--- config.mk ---
export PLATFORM = sky130hd
export DESIGN_NAME = balu_arb
export DESIGN_NICKNAME = d
export VERILOG_FILES = /design/src/rtl/balu_arb.sv
export SDC_FILE = /design/constraint.sdc
export NUM_CORES = 1
export LEC_CHECK = 0
export CORE_AREA = 2 2 234 236
export CTS_CLUSTER_SIZE = 12
export DETAILED_ROUTE_END_ITERATION = 16
export DIE_AREA = 0 0 236 238
export GPL_ROUTABILITY_DRIVEN = 0
export GPL_TIMING_DRIVEN = 0
export PLACE_DENSITY_LB_ADDON = 0.25
export REMOVE_ABC_BUFFERS = 1
export SYNTH_ARGS = -nofsm -noshare
export SYNTH_HDL_FRONTEND = slang
export SYNTH_SLANG_ARGS = --single-unit
--- constraint.sdc ---
create_clock -name ise_clk -period 10.1 [get_ports ise_clk]
set_input_delay 3.03 -clock ise_clk [delete_from_list [all_inputs] [get_ports ise_clk]]
set_output_delay 3.03 -clock ise_clk [all_outputs]
set_load 0.005 [all_outputs]
--- src/rtl/balu_arb.sv ---
// Two-port arbiter in front of a shared bit-manipulation unit: grants one request,
// issues it to the unit, then holds the result for the granted port until consumed.
module balu_arb #(
   parameter int RR_EN = 1,
   parameter int FNW   = 6
) (
   input  logic           ise_clk,
   input  logic           ise_rst,

   input  logic           req0_valid,
   output logic           req0_ready,
   input  logic [FNW-1:0] req0_fn,
   input  logic [63:0]    req0_in1,
   input  logic [63:0]    req0_in2,
   output logic           rsp0_valid,
   input  logic           rsp0_ready,
   output logic [63:0]    rsp0_data,

   input  logic           req1_valid,
   output logic           req1_ready,
   input  logic [FNW-1:0] req1_fn,
   input  logic [63:0]    req1_in1,
   input  logic [63:0]    req1_in2,
   output logic           rsp1_valid,
   input  logic           rsp1_ready,
   output logic [63:0]    rsp1_data,

   output logic           alu_val,
   output logic [FNW-1:0] alu_fn,
   output logic [63:0]    alu_in1,
   output logic [63:0]    alu_in2,
   input  logic           alu_oval,
   input  logic [63:0]    alu_out
);

   typedef enum logic [1:0] {IDLE, ISSUE, RESP} state_t;

   state_t         state;
   logic           lp;
   logic           g;
   logic           gsel;
   logic           take;
   logic           rsp_ack;
   logic [FNW-1:0] fn_q;
   logic [63:0]    in1_q;
   logic [63:0]    in2_q;
   logic [63:0]    res_q;

   // Grant selection; ready is gated by reset so it reads 0 while the block is held.
   always_comb begin
      take = (state == IDLE) && !ise_rst && (req0_valid || req1_valid);
      if (req0_valid && req1_valid)
         gsel = (RR_EN != 0) ? ~lp : 1'b0;
      else
         gsel = req1_valid;
      req0_ready = take && !gsel;
      req1_ready = take && gsel;
      rsp_ack    = g ? rsp1_ready : rsp0_ready;
   end

   always_ff @(posedge ise_clk or posedge ise_rst) begin
      if (ise_rst) begin
         state      <= IDLE;
         lp         <= 1'b1;
         g          <= 1'b0;
         fn_q       <= '0;
         in1_q      <= '0;
         in2_q      <= '0;
         res_q      <= '0;
         alu_val    <= 1'b0;
         rsp0_valid <= 1'b0;
         rsp1_valid <= 1'b0;
      end else begin
         case (state)
            IDLE: begin
               if (take) begin
                  g       <= gsel;
                  lp      <= gsel;
                  fn_q    <= gsel ? req1_fn  : req0_fn;
                  in1_q   <= gsel ? req1_in1 : req0_in1;
                  in2_q   <= gsel ? req1_in2 : req0_in2;
                  alu_val <= 1'b1;
                  state   <= ISSUE;
               end
            end
            ISSUE: begin
               if (alu_oval) begin
                  res_q      <= alu_out;
                  alu_val    <= 1'b0;
                  rsp0_valid <= !g;
                  rsp1_valid <= g;
                  state      <= RESP;
               end
            end
            RESP: begin
               if (rsp_ack) begin
                  rsp0_valid <= 1'b0;
                  rsp1_valid <= 1'b0;
                  state      <= IDLE;
               end
            end
            default: begin
               state      <= IDLE;
               alu_val    <= 1'b0;
               rsp0_valid <= 1'b0;
               rsp1_valid <= 1'b0;
            end
         endcase
      end
   end

   assign alu_fn    = fn_q;
   assign alu_in1   = in1_q;
   assign alu_in2   = in2_q;
   assign rsp0_data = res_q;
   assign rsp1_data = res_q;

endmodule

==> results.cfg, run 1 <==
[status]
status = complete, no violations

[critical_path]
critPathCaptureType = output pin
crit_family = buffers and inverters
reg2reg_depth = 6
slowest_delay_ns = 0.58
path_buf_inv = 3
rr_startpoint = lp
startpoint_type = primary input
crit_fanout = 68
cp_data_arrival_time_ns = 5.46
slowest_stage = clkdlybuf4s50_1
rr_endpoint = alu_in1[21]
cpMostUsedCell = clkdlybuf4s50_1
r2r_slack_ns = 7.75
crit_start = ise_rst
path_class = primary input to output pin
worstPathRequired_ns = 7.07
path_cells = clkdlybuf4s50_1 -> nor3_1 -> and3_4 -> buf_16 -> clkdlybuf4s50_1

[timing]
finClkSkew_ns = 0.0155
finalWorstSetupSlack_ns = 1.61
finalCritPeriodShare_pct = 84.1
fmax_mhz = 118
report.final.slew_viol_count = 0
hold_viol_final = 0
fin_crit_ns = 8.49
worst_slew_pin_slew_ns = 0.805
maxSlewHeadroom_pct = 46.4
rsz0062_at_grt = false
setup_viol = 0

[logic_synthesis]
ys_seq_elements = 205
syn_area_per_cell_sq_um = 11.4
synth_cell_types = 24
yosysSeqAreaShare_pct = 53.3
synth_cells = 842
ys_warn_count = 0
syn-cell-area_sq_um = 9630

[final_layout]
final_common_cell = clkdlybuf4s50_1
layout-drive-gt1-share_pct = 13.5
final_util_pct = 32.0
syn_to_final_growth_pct = 77.6
finalNetCount = 1688
layout_common_cells = 604 x clkdlybuf4s50_1, 204 x dfrtp_1, 140 x nand2_1, 134 x a221o_1, 86 x nor3_1

[floorplan]
die_y_um = 238
placementRows = 85
core_area_sq_um = 53500
ios = 606
initial_utilization_pct = 18.0
die_w_um = 236
die_area_sq_um = 56200

[routing]
vias = 8929
wl_per_cell_um = 20.5
viasPerCell = 4.32
drc_errors = 0
ant_nets = 0
firstDrtPassIters = 4
finalWirelength_um = 42400
drtIter0Drc = 395

[global_route]
antenna_found_initial = 5
grt_pass1_wl_um = 62000
track_usage_pct = 14.4
overflow = 0
grt_pass1_vias = 9489
grt_max_degree = 107

[cts]
cts.htree.levels = 1
cts.clk_slew.worst_paths_ns = 0.06
worstSkewPairLatency_ns = 0.55
postCtsSetupRepairBufs = 0
cts_buffer_depth = 3
tritoncts = done
cts_root_buf = clkbuf_16
cts-resized-gates = 0
cts_hold_buffers = 0
cts.sinks = 205
cts_buffers = 27

[min_path]
min_to = alu_val
hp-start = alu_val
hold_depth = 2
hold_class = flop to flop

[place]
pre_cts_ws_ns = 1.62
port_buffers = 605
dpl.hpwl_um = 31300

[pwr]
power_density_nw_per_um2 = 286
irDropWorstVdd_mv = 0.108
p_leak_nw = 6.77

[flow_run]
cap_violations = 0
## sequential cells by signal, summed over array words and instances (netlist names)
| register | count |
|---|---|
| alu_in1 | 64 |
| alu_in2 | 64 |
| rsp0_data | 64 |
| alu_fn | 6 |
| state | 2 |
| alu_val | 1 |
| g | 1 |
| lp | 1 |
| rsp0_valid | 1 |
| rsp1_valid | 1 |
## worst max path at each step
stage | end | slack (ns) | cells past startpoint
2_1_floorplan | req0_ready | -1.96 | 2
3_3_place_gp | alu_in1[21] | -10.37 | 3
3_5_place_dp | req1_ready | 1.62 | 5
4_1_cts | req1_ready | 1.62 | 5
5_1_grt | req1_ready | 1.52 | 5
6_report | req1_ready | 1.61 | 5
## stage by stage
| step | setup TNS (ns) | area (sq um) | total power (W) | hold slack, ns | instances |
|---|---|---|---|---|---|
| 3_3_place_gp | -1912.09 | 15700 | 0.00387 | 0.466 | 1997 |
| 2_1_floorplan | -1.96 | 8750 | 0.00225 | 0.471 | 696 |
| 6_report | 0 | 17100 | 0.00489 | 0.496 | 2066 |
| 5_1_grt | 0 | 17100 | 0.00516 | 0.523 | 2066 |
| 4_1_cts | 0 | 17100 | 0.00498 | 0.499 | 2065 |
| 3_5_place_dp | 0 | 16200 | 0.00391 | 0.485 | 2016 |
## metal layers
metal	track usage [%]	vias to the layer above	routed length [um]
li1	-	4064	-
met1	16.1	4341	15900
met5	0	-	54
met2	25.3	431	21100
met3	4.36	85	3420
met4	6.10	8	1840
## synthesized netlist by cell type
cell	count	area share (%)
a221o_1	134	14
o21ai_0	3	0.16
mux2_2	64	7.5
nand3b_1	1	0.078
and3_1	1	0.065
nand2_1	140	5.5
nor2b_1	2	0.13
a21o_1	2	0.16
clkbuf_1	34	1.3
buf_1	6	0.23
buf_6	6	0.70
o22ai_1	2	0.13
dfstp_2	1	0.27
buf_2	35	1.8
mux2i_1	1	0.10
nand2b_1	1	0.065
nor3_2	49	5.1
or3_1	1	0.065
nor3b_1	1	0.078
buf_4	65	5.1
dfrtp_1	204	53
o21ai_1	1	0.052
nor3_1	86	4.5
inv_1	2	0.078
## power by group
group	internal, W	switching [W]	leakage (nW)
logic	0.00147	0.000886	3.79
clock network	0.000635	0.000392	0.472
registers	0.00123	0.000279	2.50
total	0.00333	0.00156	6.77
## worst register-to-register path: stages, from the launching register on
cell and delay [ns]:
dfstp_2 0.39, nor2b_4 0.62, buf_12 0.30, buf_12 0.24, buf_12 0.27, nor3_1 0.11
a221o_1 0.29
## cell type report
cell class	count	area [sq um]
Fill cell	5456	36400
Timing Repair Buffer	624	6500
Sequential cell	205	5130
Multi-Input combinational cell	489	3640
Tap cell	696	871
Clock buffer	36	769
Clock inverter	13	173
Inverter	2	15.0
Antenna cell	1	2.50
## logic make-up (layout without fill, tap and decap cells)
group / count (synthesis) / in the layout / share of synthesized area (%)
flops: 205 / 205 / 53.3
other cells: 0 / 1 / 0
simple gates: 282 / 282 / 15.5
compound gates: 142 / 142 / 14.4
mux: 65 / 65 / 7.59
buf+inv: 148 / 675 / 9.22
Power figures use the tool's default switching activity.
==> run 2: changes to the inputs <==
--- a/config.mk
+++ b/config.mk
@@ -5,10 +5,10 @@
 export SDC_FILE = /design/constraint.sdc
 export NUM_CORES = 1
 export LEC_CHECK = 0
-export CORE_AREA = 2 2 234 236
+export CORE_AREA = 2 2 236 238
 export CTS_CLUSTER_SIZE = 12
 export DETAILED_ROUTE_END_ITERATION = 16
-export DIE_AREA = 0 0 236 238
+export DIE_AREA = 0 0 238 240
 export GPL_ROUTABILITY_DRIVEN = 0
 export GPL_TIMING_DRIVEN = 0
 export PLACE_DENSITY_LB_ADDON = 0.25
==> constraint.sdc (replaced) <==
create_clock -name ise_clk -period 7.1 [get_ports ise_clk]
set_input_delay 2.13 -clock ise_clk [delete_from_list [all_inputs] [get_ports ise_clk]]
set_output_delay 2.13 -clock ise_clk [all_outputs]
set_load 0.005 [all_outputs]
==> results.cfg, run 2 (synthesized netlist as in run 1, its figures left out) <==
[final_layout]
finalNetCount = 1690
layout-drive-gt1-share_pct = 13.5
final_common_cell = clkdlybuf4s50_1
layout_common_cells = 604 x clkdlybuf4s50_1, 204 x dfrtp_1, 140 x nand2_1, 134 x a221o_1, 86 x nor3_1
syn_to_final_growth_pct = 77.6

[routing]
drc_errors = 0
finalWirelength_um = 43200
wl_per_cell_um = 20.8
drtIter0Drc = 360
firstDrtPassIters = 4
ant_nets = 0
vias = 8934
viasPerCell = 4.31

[floorplan]
die_area_sq_um = 57100
die_w_um = 238
initial_utilization_pct = 17.6
ios = 606
core_area_sq_um = 54700
die_y_um = 240
placementRows = 86

[pwr]
clkPwrFrac_pct = 20.6
seq_power_share_pct = 30.8
switchingPower_w = 0.00224
irDropWorstVdd_mv = 0.164
finalPower_w = 0.00695
power_density_nw_per_um2 = 406
power.internal_w = 0.00471
p_leak_nw = 6.76
p_comb_share_pct = 48.6
switching_share_pct = 32.2

[critical_path]
worstPathRequired_ns = 4.97
path_class = primary input to output pin
crit_fanout = 65
r2r_slack_ns = 4.87
cp_data_arrival_time_ns = 4.61
startpoint_type = primary input
critPathCaptureType = output pin

[timing]
setup_viol = 0
fin_crit_ns = 6.74
finalWorstSetupSlack_ns = 0.362
fmax_mhz = 148
maxSlewHeadroom_pct = 46.5
finalCritPeriodShare_pct = 94.9
worst_slew_pin_slew_ns = 0.803
rsz0062_at_grt = false
hold_viol_final = 0
finClkSkew_ns = 0.0150
report.final.slew_viol_count = 0

[global_route]
overflow = 0
grt_max_degree = 109
antenna_found_initial = 4
track_usage_pct = 14.3
grt_pass1_wl_um = 62000
grt_pass1_vias = 9348

[flow_run]
cap_violations = 0

[cts]
tritoncts = done
cts_buffer_depth = 3
cts_root_buf = clkbuf_16
cts.htree.levels = 1
cts.sinks = 205
postCtsSetupRepairBufs = 0
cts_buffers = 28
cts.clk_slew.worst_paths_ns = 0.06
worstSkewPairLatency_ns = 0.56
cts-resized-gates = 0
cts_hold_buffers = 0

[place]
dpl.hpwl_um = 31600
pre_cts_ws_ns = 0.379
port_buffers = 605

[status]
status = complete, no violations

[min_path]
hold_class = flop to flop
## run 2: final cells by class
class	count	area [sq um]
Antenna cell	2	5.00
Clock buffer	38	820
Clock inverter	9	97.6
Fill cell	5664	37600
Inverter	2	15.0
Multi-Input combinational cell	489	3640
Sequential cell	205	5130
Tap cell	704	881
Timing Repair Buffer	625	6520
## run 2: power by group through the flow
stage               Combinational, W  Clock, W  Sequential [W]
floorplan                    0.00104         0         0.00216
global placement             0.00339         0         0.00213
detailed placement           0.00343         0         0.00215
CTS                          0.00344   0.00149         0.00215
global route                 0.00358   0.00153         0.00222
finish                       0.00338   0.00143         0.00214
## run 2: metal layers
| metal | share of wire (%) | GRT usage [%] | vias to the layer above |
|---|---|---|---|
| met1 | 38 | 16.0 | 4356 |
| li1 | - | - | 4067 |
| met4 | 5.0 | 6.65 | 2 |
| met3 | 8.4 | 4.63 | 73 |
| met2 | 49 | 24.6 | 436 |
| met5 | 0.030 | 0 | - |
## run 2: path summary, 6_finish.rpt
kind                            cells past startpoint     start          end
worst min-delay path                                2   alu_val      alu_val
min in group asynchronous                           2   ise_rst     state[0]
worst max-delay path                                5   ise_rst   req1_ready
worst max register to register                      6  state[0]  alu_in1[42]
max in group asynchronous                           3   ise_rst  alu_in2[49]
worst min register to register                      2   alu_val      alu_val
## run 2: worst max-delay path, stage by stage
cell and delay, ns:
clkdlybuf4s50_1 0.53, nor3_1 0.39, and3_4 0.59, buf_16 0.31, clkdlybuf4s50_1 0.58
## run 2: stage by stage
stage | TNS, ns | util, % | cells | instance area, sq um | hold WS (ns)
after global placement | -2691.61 | 28.7 | 2005 | 15700 | 0.466
after CTS | 0 | 31.3 | 2072 | 17100 | 0.485
after global routing | 0 | 31.3 | 2072 | 17100 | 0.503
final | 0 | 31.3 | 2074 | 17100 | 0.479
after floorplan | -308.61 | - | 696 | 8750 | 0.471
after detailed placement | 0 | 29.6 | 2025 | 16200 | 0.469
==> patch 1: new RTL, config.mk and constraints of run 1 <==
Reset style: synchronous (`ise_rst`), changed in one clocked block.
--- a/src/rtl/balu_arb.sv
+++ b/src/rtl/balu_arb.sv
@@ -59,5 +59,5 @@
    end
 
-   always_ff @(posedge ise_clk or posedge ise_rst) begin
+   always_ff @(posedge ise_clk) begin
       if (ise_rst) begin
          state      <= IDLE;
Check against the original RTL: differs if ise_rst is asserted again (counterexample within 4 cycles, from zero or initial values and one cycle with ise_rst high); with ise_rst held inactive, the same outputs for 4 cycles.
==> patch 1 against run 1 <==
Cell count is 3.8% higher. Routed wire length is 4.2% lower. Final area is 6.9% lower. Area after synthesis shrank 11%. Worst setup slack lost 0.30 ns. Highest routed layer is now met4. Sequential cell count stayed put. Critical path depth up 1.
Power is not compared: it rests on default switching activity, and its combinational part moved more than twofold at a synthesized area within 25%.
==> patch 1: results (changes against run 1) <==
\begin{tabular}{lr}
\hline
Metric & Value \\
\hline
\multicolumn{2}{l}{\textbf{Outcome}} \\
\quad Run status & completed (unchanged) \\
\multicolumn{2}{l}{\textbf{Timing}} \\
\quad Relative slew margins & 41.5\% (was 46.4\%) \\
\quad Hold\_ws & 0.468 ns (was 0.496 ns) \\
\quad Final Skew & 0.00661 ns (was 0.0155 ns) \\
\multicolumn{2}{l}{\textbf{Layout}} \\
\quad Inverter count & 0 (was 2) \\
\quad Layout buffering overhead excluding clock cells & 41.1\% (was 38.0\%) \\
\quad Fin nets & 1769 (was 1688) \\
\quad Number of buffers outside the clock class in the layout & 627 (was 624) \\
\quad Antenna cell count & 0 (was 1) \\
\quad Clock network area share & 5.71\% (was 5.51\%) \\
\quad Fraction of area in multi-input gates & 21.9\% (was 21.3\%) \\
\quad Share of layout cells above drive strength 1 & 5.25\% (was 13.5\%) \\
\quad Combined area of the multi-input logic cells & 0.00349 mm2 (was 0.00364 mm2) \\
\multicolumn{2}{l}{\textbf{Worst setup path}} \\
\quad Biggest cell delay along the critical path & 0.63 ns (was 0.58 ns) \\
\quad Largest fanout on the critical path & 67 (was 68) \\
\quad Worst setup path end & req0\_ready (was req1\_ready) \\
\quad Destination of the worst register-to-register timing path & alu\_in1[46]\$\_SDFFE\_PP0P\_ (was alu\_in1[21]\$\_DFFE\_PP0P\_) \\
\quad R2R setup slack & 7.51 ns (was 7.75 ns) \\
\multicolumn{2}{l}{\textbf{Logic synthesis}} \\
\quad Yosys cell types & 32 (was 24) \\
\quad Synth top area cells & sky130\_fd\_sc\_hd\_\_dfxtp\_1 (48\%), sky130\_fd\_sc\_hd\_\_a221o\_1 (11\%), sky130\_fd\_sc\_hd\_\_and3\_1 (7.2\%), sky130\_fd\_sc\_hd\_\_buf\_4 (6.8\%), sky130\_fd\_sc\_hd\_\_nand2\_1 (5.7\%) (was sky130\_fd\_sc\_hd\_\_dfrtp\_1 (53\%), sky130\_fd\_sc\_hd\_\_a221o\_1 (14\%), sky130\_fd\_sc\_hd\_\_mux2\_2 (7.5\%), sky130\_fd\_sc\_hd\_\_nand2\_1 (5.5\%), sky130\_fd\_sc\_hd\_\_nor3\_2 (5.1\%)) \\
\quad Async SR Flop Fraction & 0\% (was 100\%) \\
\multicolumn{2}{l}{\textbf{Clock network}} \\
\quad Clock buffer count from CTS & 26 (was 27) \\
\multicolumn{2}{l}{\textbf{Worst hold path}} \\
\quad Worst min-delay path startpoint & rsp0\_data[33]\$\_SDFFE\_PP0P\_ (was alu\_val\$\_DFFE\_PP0P\_) \\
\quad Terminating pin of the worst hold path & rsp0\_data[33]\$\_SDFFE\_PP0P\_ (was alu\_val\$\_DFFE\_PP0P\_) \\
\multicolumn{2}{l}{\textbf{Placement}} \\
\quad Dpl hpwl & 30300 um (was 31300 um) \\
\multicolumn{2}{l}{\textbf{Drt}} \\
\quad Number of detailed-route iterations in the first pass & 5 (was 4) \\
\quad Total Wirelength & 40600 um (was 42400 um) \\
\multicolumn{2}{l}{\textbf{Global routing}} \\
\quad Number of antenna violations at the first check in global routing & 0 (was 5) \\
\hline
\end{tabular}
[patch 1: changes by cell type in the layout (fill, tap and decap cells not counted), moves of 38 or more]
cell                             run 1  this run
sky130_fd_sc_hd__and3_1              0        97
sky130_fd_sc_hd__nor3_2             49         0
sky130_fd_sc_hd__nand3_1             0        38
sky130_fd_sc_hd__mux2_2             64         0
sky130_fd_sc_hd__nand4_1             0        38
sky130_fd_sc_hd__a21oi_1             0        69
sky130_fd_sc_hd__nor3_1             86         1
sky130_fd_sc_hd__a221o_1           134        96
sky130_fd_sc_hd__dfrtp_1           204         0
sky130_fd_sc_hd__a31oi_1             0        38
sky130_fd_sc_hd__dfxtp_1             0       205
[patch 1: logic make-up (layout without fill, tap and decap cells)]
| group | Yosys count | count (layout) | synth area share (%) |
|---|---|---|---|
| mux | 1 | 1 | 0.117 |
| compound gates | 250 | 250 | 21.2 |
| flops | 205 | 205 | 47.9 |
| buf+inv | 163 | 673 | 11.8 |
| simple gates | 319 | 319 | 19.1 |
[patch 1: metrics by stage]
stage                     setup WS, ns  cells  power (mW)
final                             1.31   2144        2.42
after global routing              1.16   2144        2.53
after CTS                         1.22   2144        2.47
after detailed placement          1.24   2098        1.45
after global placement          -12.26   2076        1.43
after floorplan                  -1.93    775        1.06
[patch 1: per-layer routing]
metal / global-route usage (%) / share of wire (%) / up-vias
met1: 15.8 / 40 / 4351
met5: 0 / 0 / -
met3: 3.62 / 7.4 / 37
met2: 24.8 / 51 / 398
met4: 3.22 / 1.7 / 0
li1: - / - / 4390
[patch 1: worst max-delay path: cells and delay by family]
family                 cells  cell delay [ns]
buffers and inverters      4             1.43
AND/OR/NAND/NOR            2             1.18
==> patch 2: new RTL, config.mk and constraints of run 1 <==
Without the edit above. Change the parameter `FNW` from 6 to 12.
--- a/src/rtl/balu_arb.sv
+++ b/src/rtl/balu_arb.sv
@@ -3,5 +3,5 @@
 module balu_arb #(
    parameter int RR_EN = 1,
-   parameter int FNW   = 6
+   parameter int FNW   = 12
 ) (
    input  logic           ise_clk,
Interface: changed (resized alu_fn, req0_fn and req1_fn); port bits go from 606 to 624. The function was not compared with the original's and may differ.
==> patch 2 against run 1 <==
Synthesized cell count increased by 3.3%. Largest cell class unchanged. Sequential cell count increased by 6. Highest routed layer unchanged. Routed wire length increased by 5.6%. Non-clock buffer count increased by 21. Sequential share of layout area decreased by 0.47 points. Area after synthesis increased by 6.0%. Critical path depth decreased by 1. Worst setup slack improved by 0.27 ns. Critical endpoint unchanged. Via count increased by 2.7%. Largest power group unchanged. Clock skew increased by 0.00082 ns. Count of clock-buffer cells in the layout increased by 5. Maximum frequency increased by 3.3%. Total power increased by 3.6%. Final area increased by 4.6%.
==> patch 2: results (changes against run 1) <==
\begin{tabular}{lr}
\hline
Metric & Value \\
\hline
\multicolumn{2}{l}{\textbf{Layout}} \\
\quad Final Instance Count excl. Fillers & 2114 (was 2066) \\
\multicolumn{2}{l}{\textbf{Global routing}} \\
\quad Number of antenna violations at the first check in global routing & 3 (was 5) \\
\quad Largest net degree at the start of global routing & 89 (was 107) \\
\quad First-pass GRT wire length & 65100 um (was 62000 um) \\
\quad All-Layer GR Usage & 15.2\% (was 14.4\%) \\
\multicolumn{2}{l}{\textbf{Placement}} \\
\quad Dpl hpwl & 33500 um (was 31300 um) \\
\quad Post-Place Worst Slack & 1.92 ns (was 1.62 ns) \\
\quad Number of port buffers & 623 (was 605) \\
\multicolumn{2}{l}{\textbf{Worst setup path}} \\
\quad Largest fanout on the critical path & 37 (was 68) \\
\quad Beginning of the worst register-to-register path & state[1]\$\_DFFE\_PP0P\_ (was lp\$\_DFFE\_PP1P\_) \\
\quad Arrival time at the worst endpoint & 5.19 ns (was 5.46 ns) \\
\quad Biggest cell delay along the critical path & 0.64 ns (was 0.58 ns) \\
\multicolumn{2}{l}{\textbf{Logic synthesis}} \\
\quad Cells after synthesis & 870 (was 842) \\
\quad Commonest cells in the netlist & sky130\_fd\_sc\_hd\_\_dfrtp\_1 (210), sky130\_fd\_sc\_hd\_\_nand2\_1 (147), sky130\_fd\_sc\_hd\_\_a221o\_1 (140), sky130\_fd\_sc\_hd\_\_nor3\_2 (100), sky130\_fd\_sc\_hd\_\_buf\_4 (65) (was sky130\_fd\_sc\_hd\_\_dfrtp\_1 (204), sky130\_fd\_sc\_hd\_\_nand2\_1 (140), sky130\_fd\_sc\_hd\_\_a221o\_1 (134), sky130\_fd\_sc\_hd\_\_nor3\_1 (86), sky130\_fd\_sc\_hd\_\_buf\_4 (65)) \\
\quad Synth top area cells & sky130\_fd\_sc\_hd\_\_dfrtp\_1 (51\%), sky130\_fd\_sc\_hd\_\_a221o\_1 (14\%), sky130\_fd\_sc\_hd\_\_nor3\_2 (9.8\%), sky130\_fd\_sc\_hd\_\_mux2\_2 (7.1\%), sky130\_fd\_sc\_hd\_\_nand2\_1 (5.4\%) (was sky130\_fd\_sc\_hd\_\_dfrtp\_1 (53\%), sky130\_fd\_sc\_hd\_\_a221o\_1 (14\%), sky130\_fd\_sc\_hd\_\_mux2\_2 (7.5\%), sky130\_fd\_sc\_hd\_\_nand2\_1 (5.5\%), sky130\_fd\_sc\_hd\_\_nor3\_2 (5.1\%)) \\
\quad Yosys cell types & 25 (was 24) \\
\multicolumn{2}{l}{\textbf{Power and ir drop}} \\
\quad Static power due to leakage & 7.04 nW (was 6.77 nW) \\
\multicolumn{2}{l}{\textbf{Outcome}} \\
\quad Run status & completed (unchanged) \\
\multicolumn{2}{l}{\textbf{Timing}} \\
\quad Final clock period utilization by the worst path & 81.4\% (was 84.1\%) \\
\multicolumn{2}{l}{\textbf{Drt}} \\
\quad Total Wirelength & 44700 um (was 42400 um) \\
\hline
\end{tabular}
[patch 2: cell count changes in the layout (fill, tap and decap cells not counted), sizes merged, moves of 5 or more]
cell / change
clkdlybuf4s50: +18
nand2: +7
a221o: +6
dfrtp: +6
clkbuf: +5
nor3: +5
[patch 2: layout make-up]
type,instances,area (um2)
Fill cell,5352,35600
Sequential cell,211,5280
Clock inverter,11,119
Multi-Input combinational cell,507,4010
Clock buffer,41,830
Inverter,2,15.0
Tap cell,696,871
Antenna cell,1,2.50
Timing Repair Buffer,645,6760
[patch 2: stage by stage]
stage	setup TNS, ns	util, %	instance area (um2)	total power, mW	hold slack [ns]
4_1_cts	0	33.4	17900	5.16	0.496
5_1_grt	0	33.4	17900	5.34	0.522
2_1_floorplan	-104.39	-	9270	2.35	0.471
3_5_place_dp	0	31.7	16900	4.09	0.482
6_report	0	33.4	17900	5.07	0.492
3_3_place_gp	-1357.07	30.6	16400	4.02	0.469
[patch 2: kinds of logic after synthesis]
| family | count (synthesis) | synth area share [%] |
|---|---|---|
| compound gates | 147 | 14.2 |
| simple gates | 295 | 17.7 |
| mux | 65 | 7.16 |
| flops | 211 | 51.7 |
| buf+inv | 152 | 9.23 |
[patch 2: layer usage]
metal	routed length [um]	up-vias	GRT usage, %	part of all wire, %
li1	-	4199	-	-
met1	16800	4510	17.0	38
met2	22900	405	27.3	51
met3	3780	56	5.28	8.5
met4	1250	4	4.25	2.8
met5	23	-	0	0.051
[patch 2: report_power, final]
group	switching [mW]	total, mW	internal [mW]
clock network	0.407	1.03	0.618
registers	0.294	1.55	1.26
logic	0.957	2.49	1.53
total	1.66	5.07	3.41
